$ cat config.mk
export PLATFORM = sky130hd
export DESIGN_NAME = link_rx
export DESIGN_NICKNAME = d
export VERILOG_FILES = /design/src/rtl/link_rx.sv
export SDC_FILE = /design/constraint.sdc
export NUM_CORES = 1
export LEC_CHECK = 0
export ABC_CLOCK_PERIOD_IN_PS = 1950
export CORE_MARGIN = 10
export CORE_UTILIZATION = 45
export DETAILED_ROUTE_END_ITERATION = 10
export SLEW_MARGIN = 20
export SYNTH_ARGS = -nofsm -noshare
export SYNTH_HDL_FRONTEND = slang
export SYNTH_SLANG_ARGS = --single-unit
$ cat constraint.sdc
create_clock -name clk -period 1.95 [get_ports clk]
set_input_delay 0.195 -clock clk [delete_from_list [all_inputs] [get_ports clk]]
set_output_delay 0.195 -clock clk [all_outputs]
set_load 0.01 [all_outputs]
$ cat src/rtl/link_rx.sv
// link_rx: UART (8N1) receiver and frame decoder for the inter-board snake link.
//
// Ports:
//   clk        system clock
//   rst        synchronous, active-high reset
//   rx         async serial input, idle high
//   dir_out    last received remote direction
//   rcvdir     1-cycle pulse, dir_out updated
//   seed_x_out received seed x
//   seed_y_out received seed y
//   seed_vld   1-cycle pulse, seed_x_out/seed_y_out updated together
//   start_game 1-cycle pulse, START frame received
//   frame_err  1-cycle pulse, bad stop bit, illegal byte or aborted SEED frame
//   link_lost  level, no good frame for TIMEOUT_CYC cycles
module link_rx #(
  parameter int CLK_HZ      = 75_000_000,
  parameter int BAUD        = 115_200,
  parameter int GAP_CYC     = 100_000,
  parameter int TIMEOUT_CYC = 75_000_000
) (
  input  logic       clk,
  input  logic       rst,
  input  logic       rx,
  output logic [1:0] dir_out,
  output logic       rcvdir,
  output logic [5:0] seed_x_out,
  output logic [5:0] seed_y_out,
  output logic       seed_vld,
  output logic       start_game,
  output logic       frame_err,
  output logic       link_lost
);

  localparam int CPB  = CLK_HZ / BAUD;
  localparam int HALF = CPB / 2;
  localparam int CW   = $clog2(CPB + 1);
  localparam int GW   = $clog2(GAP_CYC + 1);
  localparam logic [CW-1:0] CPB_M1  = CW'(CPB - 1);
  localparam logic [CW-1:0] HALF_M1 = CW'(HALF - 1);
  localparam logic [GW-1:0] GAP_MAX = GW'(GAP_CYC);
  localparam logic [31:0]   TO_MAX  = 32'(TIMEOUT_CYC);

  // ---------------- byte receiver ----------------
  typedef enum logic [1:0] {R_IDLE, R_START, R_DATA, R_STOP} rstate_t;

  rstate_t         rstate;
  logic            rx_s1, rx_s2, rx_d;
  logic [CW-1:0]   cnt;
  logic [2:0]      bidx;
  logic [7:0]      shreg;
  logic            tick;
  logic            byte_vld;
  logic            rx_ferr;

  // Start bit is checked at its middle; every later sample is one full bit on.
  assign tick     = (rstate == R_START) ? (cnt == HALF_M1) : (cnt == CPB_M1);
  // Stop-bit outcome is combinational so the decoder can react on the same edge.
  assign byte_vld = (rstate == R_STOP) && tick && rx_s2;
  assign rx_ferr  = (rstate == R_STOP) && tick && !rx_s2;

  always_ff @(posedge clk) begin
    if (rst) begin
      rx_s1  <= 1'b1;
      rx_s2  <= 1'b1;
      rx_d   <= 1'b1;
      rstate <= R_IDLE;
      cnt    <= '0;
      bidx   <= '0;
      shreg  <= '0;
    end else begin
      rx_s1 <= rx;
      rx_s2 <= rx_s1;
      rx_d  <= rx_s2;
      case (rstate)
        R_IDLE: begin
          cnt <= '0;
          // Edge, not level: a line still low after a bad stop bit must not restart.
          if (rx_d && !rx_s2) rstate <= R_START;
        end
        R_START: begin
          if (tick) begin
            cnt    <= '0;
            bidx   <= '0;
            rstate <= rx_s2 ? R_IDLE : R_DATA;
          end else begin
            cnt <= cnt + 1'b1;
          end
        end
        R_DATA: begin
          if (tick) begin
            cnt   <= '0;
            shreg <= {rx_s2, shreg[7:1]};
            bidx  <= bidx + 3'd1;
            if (bidx == 3'd7) rstate <= R_STOP;
          end else begin
            cnt <= cnt + 1'b1;
          end
        end
        R_STOP: begin
          if (tick) begin
            cnt    <= '0;
            rstate <= R_IDLE;
          end else begin
            cnt <= cnt + 1'b1;
          end
        end
        default: rstate <= R_IDLE;
      endcase
    end
  end

  // ---------------- frame decoder ----------------
  typedef enum logic [1:0] {F_IDLE, F_SX, F_SY} fstate_t;

  fstate_t        fstate;
  logic [5:0]     x_hold;
  logic [GW-1:0]  gap;
  logic           is_dir;
  logic           good;
  logic [31:0]    timer;

  always_comb begin
    is_dir = (shreg[7:6] == 2'b01) && (shreg[5:2] == 4'd0);
    good   = 1'b0;
    if (byte_vld) begin
      if (fstate == F_IDLE)
        good = (shreg == 8'h00) || is_dir || (shreg == 8'hC0);
      else if (fstate == F_SY)
        good = (shreg[7:6] == 2'b00);
    end
  end

  always_ff @(posedge clk) begin
    if (rst) begin
      fstate     <= F_IDLE;
      x_hold     <= '0;
      gap        <= '0;
      dir_out    <= '0;
      seed_x_out <= '0;
      seed_y_out <= '0;
      rcvdir     <= 1'b0;
      seed_vld   <= 1'b0;
      start_game <= 1'b0;
      frame_err  <= 1'b0;
    end else begin
      rcvdir     <= 1'b0;
      seed_vld   <= 1'b0;
      start_game <= 1'b0;
      frame_err  <= 1'b0;
      if (fstate == F_IDLE)    gap <= '0;
      else if (gap != GAP_MAX) gap <= gap + 1'b1;

      if (rx_ferr) begin
        // A broken byte always reports and kills any SEED frame in progress.
        frame_err <= 1'b1;
        fstate    <= F_IDLE;
      end else if (byte_vld) begin
        gap <= '0;
        case (fstate)
          F_IDLE: begin
            if (shreg == 8'h00) begin
              // keepalive: only refreshes the link timer
            end else if (is_dir) begin
              dir_out <= shreg[1:0];
              rcvdir  <= 1'b1;
            end else if (shreg == 8'h80) begin
              fstate <= F_SX;
            end else if (shreg == 8'hC0) begin
              start_game <= 1'b1;
            end else begin
              frame_err <= 1'b1;
            end
          end
          F_SX: begin
            if (shreg[7:6] == 2'b00) begin
              x_hold <= shreg[5:0];
              fstate <= F_SY;
            end else begin
              frame_err <= 1'b1;
              fstate    <= F_IDLE;
            end
          end
          F_SY: begin
            if (shreg[7:6] == 2'b00) begin
              seed_x_out <= x_hold;
              seed_y_out <= shreg[5:0];
              seed_vld   <= 1'b1;
            end else begin
              frame_err <= 1'b1;
            end
            fstate <= F_IDLE;
          end
          default: fstate <= F_IDLE;
        endcase
      end else if (fstate != F_IDLE && gap == GAP_MAX) begin
        frame_err <= 1'b1;
        fstate    <= F_IDLE;
      end
    end
  end

  // ---------------- link health ----------------
  always_ff @(posedge clk) begin
    if (rst)                timer <= '0;
    else if (good)          timer <= '0;
    else if (timer != '1)   timer <= timer + 32'd1;
  end

  assign link_lost = (timer >= TO_MAX);

endmodule
==> results of run 1 <==
==> metrics by stage <==
stage               TNS [ns]  setup WS (ns)  area [sq um]
floorplan                  0        0.00362          4820
global placement      -0.289         -0.289          5580
detailed placement    -0.271         -0.268          5580
CTS                   -0.269         -0.246          5790
global route          -0.540         -0.298          5940
finish                -0.206         -0.206          5940
==> how the worst max path moves through the flow <==
| stage | startpoint | cells past startpoint | end |
|---|---|---|---|
| after floorplan | timer[1] | 7 | timer[0] |
| after global placement | timer[7] | 6 | link_lost |
| after detailed placement | timer[7] | 6 | link_lost |
| after CTS | timer[7] | 6 | link_lost |
| after global routing | timer[7] | 6 | link_lost |
| final | timer[7] | 6 | link_lost |
==> state kept, by name (all words and copies together) (netlist names), named ones only <==
name / flops
rx_s2: 1
seed_y_out: 6
x_hold: 6
seed_x_out: 6
timer: 32
start_game: 1
rcvdir: 1
rx_s1: 1
rx_d: 1
cnt: 10
dir_out: 2
rstate: 1
bidx: 3
frame_err: 1
fstate: 2
seed_vld: 1
shreg: 8
gap: 17
==> cell usage in the layout (no fill, tap or decap), types with 3 or more instances in the layout <==
cell and count:
and4_1 11, and3_1 7, or4_4 3, xnor2_1 24
inv_1 15, o22ai_1 5, nand4_1 15, nand2_1 29
buf_4 53, or3_1 9, a21oi_1 13, mux2i_1 26
clkinvlp_4 3, o2111ai_1 7, and2_1 6, o21ai_0 11
nor3_1 11, buf_12 3, clkbuf_8 9, or2_2 4
nand3_1 27, buf_6 4, o31ai_1 4, nor2_1 86
ha_1 10, nand2b_1 3, a31oi_1 12, o21ai_1 3
clkdlybuf4s50_1 20, xor2_1 15, a211oi_1 4, nor4_1 7
dfxtp_2 14, or4_1 3, dfxtp_1 85
==> report_power, final <==
part           internal, mW  leakage [nW]  switching, mW
clock                 0.604        0.0906          0.753
sequential             2.07         0.823        0.00841
combinational        0.0374          1.20         0.0587
total                  2.71          2.11          0.820
==> critical path: cells and delay by family (launching register included) <==
family,cells,cell delay [ns]
buf+inv,1,0.14
compound gates,5,1.10
flops,1,0.33
==> final cells by class <==
type | instances | area [sq um] | share of cell area (%)
Multi-Input combinational cell | 402 | 2730 | 46.0
Sequential cell | 101 | 2050 | 34.4
Tap cell | 136 | 170 | 2.86
Inverter | 16 | 60.1 | 1.01
Timing Repair Buffer | 82 | 733 | 12.3
Clock buffer | 10 | 128 | 2.15
Clock inverter | 6 | 72.6 | 1.22
==> timing repair <==
action | in CTS | in global routing
pin swaps | 4 | 8
buffers inserted | 0 | 4
endpoints found under the setup margin | 4 | 55
cloned | 0 | 1
gates resized for setup | 9 | 37
==> routing by layer <==
layer	global-route usage [%]	up-vias	wire [microns]
li1	-	2092	-
met1	17.9	1961	5020
met2	23.5	50	5160
met3	4.38	12	371
met4	3.64	0	135
met5	0	-	0
==> logic make-up (layout without fill, tap and decap cells) <==
group                    after synthesis  in the layout  synth area share [%]
AND/OR/NAND/NOR                      239            239                  26.3
XOR/XNOR                              39             39                  7.11
adder cells (fa/ha/maj)               12             12                  3.07
multiplexers                          27             27                  5.65
AO/OA/AOI/OAI                         85             85                  13.0
buffers and inverters                 33            114                  2.86
flip-flops                           101            101                  42.1
==> metrics.md, run 1 <==
| Metric | Value |
|---|---|
| Cts bufs inserted | `9` |
| Clock Tree Buf Depth | `2` |
| Clock-pin slew on the worst setup and hold paths | `0.10 ns` |
| Worst slew pin tran | `0.580 ns` |
| Critical-path top delay cell | `a2111o_1` |
| Main flop type after synthesis | `dfxtp_1` |
| Synth Cell Area | `4810 sq um` |
| Syn. warnings | `0` |
| Post-CTS Hold Buffers | `0` |
| I/O Buffers | `21` |
| Crit. End Element | `primary output` |
| Routability cong. | `0.843` |
| Root Buffer | `clkbuf_8` |
| R2r setup slk | `0.04 ns` |
| Final period util | `111%` |
| Drc violations | `0` |
| Worst skew pair latency | `0.39 ns` |
| Final ANT Viol Nets | `0` |
| Vias in the first global route | `3932` |
| Yosys reg bits | `101` |
| Crit-path cells | `a2111o_1, a21o_1, a31oi_2, o21ai_1, a211o_1, buf_2` |
| 1st-pass router iterations | `4` |
| Worst VDD drop | `568 uV` |
| Crit Path Max Fanout | `2` |
| CP Launch Type | `register` |
| H-tree depth | `3` |
| Distinct cells, synth | `57` |
| Min Tclk post-route | `2.16 ns` |
| First-pass GRT wire length | `18.0 mm` |
| Synth top area cells | `dfxtp_1, nor2_1, mux2i_1, xnor2_1, ha_1` |
| Setup Skew | `0.0128 ns` |
| EDFF count, synth | `0` |
| Final setup margin | `-0.206 ns` |
| Final HPWL DP | `7.50 mm` |
| Seq/Total Area, Yosys | `42.1%` |
| Layout Cells excl Fill | `753` |
| GRT Util Overall | `14.3%` |
| Most common cell in the netlist | `dfxtp_1` |
| Cell taking the most area after synthesis | `dfxtp_1` |
| N_diodes | `0` |
| Clock Sinks | `101` |
| Final Hold Fails | `0` |
| Via-to-Cell Ratio | `5.46` |
| Pwr/cell area | `594 nW/um^2` |
| Synth cell count leaders | `dfxtp_1, nor2_1, nand2_1` |
| RSZ-0062 raised after global routing | `true` |
| DIE AREA | `15200 sq um` |
| Die X | `123 microns` |
| Total routed wirelength | `10.7 mm` |
| Violated checks | `negative setup slack` |
| Synth top area share | `42.1%` |
| Pleak | `2.11 nW` |
| Crit Path Class | `register to primary output` |
| Initial antenna violation count | `0` |
| CORE AREA | `10400 sq um` |
| WHS Endpoint | `rx_s1` |
| Asr flop ratio synth | `0%` |
| Final setup vio count | `1` |
| Cell depth of the worst flop-to-flop path | `7` |
| Worst path max stage delay | `0.40 ns` |
| Hold path cells | `2` |
| Outcome | `finished, violations left` |
| Final Slew Violations | `0` |
| DRT iter0 DRCs | `297` |
| R2r endpoint | `seed_x_out[2]` |
| Initial core utilization | `46.4%` |
| Fill cells | `954` |
| Placed insts | `732` |
| F_max | `464 MHz` |
| Fraction of layout cells with a size suffix above 1 | `20.4%` |
| Final Util | `57.3%` |
| Largest net degree at the start of global routing | `33` |
| CTS tree | `done` |
| CP required | `1.75 ns` |
| Avg Cell Area, Syn | `8.97 sq um` |
| Die Y | `123 microns` |
| Hold Slack | `0.381 ns` |
| Area growth syn-to-layout | `23.6%` |
| Vias | `4115` |
| Syn nets | `550` |
| Post-DR wirelength/cell | `14.2 microns` |
| Max-slew headroom | `61.0%` |
| Path category of the worst min-delay check | `input pin to register` |
| Critical Path AT | `1.96 ns` |
| Top Ports | `22` |
| Row count | `37` |
| Global route overflow | `0` |
| Max Cap Violations | `0` |
| Nets | `626` |
| Pwr Total | `3.53 mW` |
| Synth Instances | `536` |
| HP Start | `rx` |
Note: power is estimated with default switching activity, not from simulation.
==> run 2, diff against run 1 <==
--- a/config.mk
+++ b/config.mk
@@ -5,10 +5,11 @@
 export SDC_FILE = /design/constraint.sdc
 export NUM_CORES = 1
 export LEC_CHECK = 0
-export ABC_CLOCK_PERIOD_IN_PS = 1950
+export ABC_CLOCK_PERIOD_IN_PS = 2390
 export CORE_MARGIN = 10
 export CORE_UTILIZATION = 45
 export DETAILED_ROUTE_END_ITERATION = 10
+export REMOVE_ABC_BUFFERS = 1
 export SLEW_MARGIN = 20
 export SYNTH_ARGS = -nofsm -noshare
 export SYNTH_HDL_FRONTEND = slang
==> constraint.sdc (replaced) <==
create_clock -name clk -period 2.39 [get_ports clk]
set_input_delay 0.239 -clock clk [delete_from_list [all_inputs] [get_ports clk]]
set_output_delay 0.239 -clock clk [all_outputs]
set_load 0.01 [all_outputs]
==> run 2 against run 1 <==
  * The flow now finishes without violations
  * Critical path depth unchanged
  * Via count down 3.0%
  * Non-clock buffer count down 42
  * Design area down 8.2%
  * Clock power down 23%
  * Worst setup slack better by 0.40 ns
  * Critical path type unchanged
  * Highest routed layer unchanged
==> metrics.md, run 2 (synthesis results as in run 1) <==
| Metric | Value |
|---|---|
| Most flops, register | `timer` |
| Top Ports | `22` |
| Post-DR wirelength/cell | `14.3 microns` |
| Routability cong. | `0.823` |
| Placed insts | `695` |
| GRT Util Overall | `14.3%` |
| Initial antenna violation count | `0` |
| Final Hold Fails | `0` |
| Clock Tree Buf Depth | `2` |
| CP required | `2.15 ns` |
| Global route overflow | `0` |
| Cts bufs inserted | `9` |
| Final setup vio count | `0` |
| F_max | `455 MHz` |
| Max-slew headroom | `52.2%` |
| Vias | `3991` |
| Worst VDD drop | `408 uV` |
| Root Buffer | `clkbuf_8` |
| Most frequent cells in the layout | `dfxtp_1, nor2_1, nand2_1` |
| Largest net degree at the start of global routing | `33` |
| Path category of the worst min-delay check | `input pin to register` |
| R2r setup slk | `0.25 ns` |
| Clock-pin slew on the worst setup and hold paths | `0.10 ns` |
| Via-to-Cell Ratio | `5.61` |
| N_diodes | `0` |
| Hold Slack | `0.411 ns` |
| Final HPWL DP | `7.21 mm` |
| Outcome | `finished, final reports clean` |
| DIE AREA | `15200 sq um` |
| Clock Sinks | `101` |
| Final ANT Viol Nets | `0` |
| Die X | `123 microns` |
| Setup Skew | `0.0109 ns` |
| Biggest regs | `timer: 32 flops, gap: 17 flops, cnt: 10 flops` |
| Layout Cells excl Fill | `711` |
| CORE AREA | `10400 sq um` |
| Pleak | `1.89 nW` |
| CTS tree | `done` |
| CP Launch Point | `timer[8]` |
| Cell depth of the worst flop-to-flop path | `6` |
| Drc violations | `0` |
| Crit-path cells | `a2111o_1, a21o_1, a31oi_1, o21ai_1, a211o_1, buf_2` |
| Setup TNS | `0 ns` |
| Critical-path top delay cell | `dfxtp_4` |
| Worst slew pin tran | `0.710 ns` |
| Pwr Total | `2.81 mW` |
| CP Launch Type | `register` |
| Setup Fix Bufs, Post-CTS | `0` |
| CP endpoint | `link_lost` |
| DRT iter0 DRCs | `287` |
| Fraction of layout cells with a size suffix above 1 | `9.39%` |
| Final Util | `52.6%` |
| Area growth syn-to-layout | `13.5%` |
| Reg2reg start | `timer[1]` |
| Crit Path Class | `register to primary output` |
| Row count | `37` |
| R2r endpoint | `timer[0]` |
| Number of flip-flops in the largest register | `32` |
| Die Y | `123 microns` |
| Final Slew Violations | `0` |
| Initial core utilization | `46.4%` |
| Crit. End Element | `primary output` |
| Max Cap Violations | `0` |
| Total routed wirelength | `10.2 mm` |
| Min Tclk post-route | `2.20 ns` |
| Worst path max stage delay | `0.37 ns` |
| Final period util | `92.1%` |
| H-tree depth | `3` |
| Worst skew pair latency | `0.39 ns` |
| Most common cell after layout, fill and taps aside | `dfxtp_1` |
| Pwr/cell area | `515 nW/um^2` |
| RSZ-0062 raised after global routing | `false` |
| Nets | `584` |
| Critical Path AT | `1.96 ns` |
| 1st-pass router iterations | `5` |
| Crit Path Max Fanout | `5` |
| I/O Buffers | `21` |
| Vias in the first global route | `3856` |
| First-pass GRT wire length | `17.9 mm` |
[run 2: worst max-delay path, delay by kind of cell (launching register included)]
kind / cells / cell delay [ns]
buffers and inverters: 1 / 0.14
DFF: 1 / 0.37
AOI/OAI and AO/OA: 5 / 1.06
[run 2: stage by stage]
stage	setup slack (ns)	area, sq um
floorplan	0.167	4730
global route	0.0569	5450
CTS	0.00478	5460
global placement	0.189	5270
detailed placement	0.193	5270
finish	0.190	5450
[run 2: worst min-delay path by stage]
stage	from	to	slack, ns	cells past startpoint
after detailed placement	rx_s1	rx_s2	0.40	1
after global placement	rx_s1	rx_s2	0.40	1
after global routing	rx	rx_s1	0.40	2
after floorplan	rst	register	0.31	1
final	rx	rx_s1	0.41	2
after CTS	rx	rx_s1	0.39	2
[run 2: repair_timing]
item | 4_1_cts | 5_1_grt
pin swaps | 0 | 2
resized for setup | 5 | 3
endpoints found under the setup margin | 1 | 1
hold buffers | 0 | 0
[run 2: report_power, final]
group          total, mW  switching (mW)  internal [mW]
clock               1.05           0.645          0.404
combinational     0.0612          0.0415         0.0197
sequential          1.70         0.00847           1.69
[run 2: routing by layer]
layer / vias up / GRT usage (%) / routed length (microns)
met5: - / 0 / 0
met4: 0 / 5.24 / 163
met3: 17 / 4.38 / 461
met2: 76 / 22.7 / 4680
met1: 1887 / 17.8 / 4860
li1: 2011 / - / -
[run 2: cell type report]
type	instances	area [sq um]
flip-flops and latches	101	2030
inverters	16	60.1
fillers	1005	4920
multi-input cells	402	2650
repair buffers	40	360
well taps	136	170
clock inverters	7	65.1
clock buffers	9	124
==> run 3, diff against run 2 <==
--- a/config.mk
+++ b/config.mk
@@ -9,6 +9,7 @@
 export CORE_MARGIN = 10
 export CORE_UTILIZATION = 45
 export DETAILED_ROUTE_END_ITERATION = 10
+export HOLD_SLACK_MARGIN = 0.1
 export REMOVE_ABC_BUFFERS = 1
 export SLEW_MARGIN = 20
 export SYNTH_ARGS = -nofsm -noshare
==> results of run 3 <==
No change in the layout: final DEF, timing and power equal those of run 2.
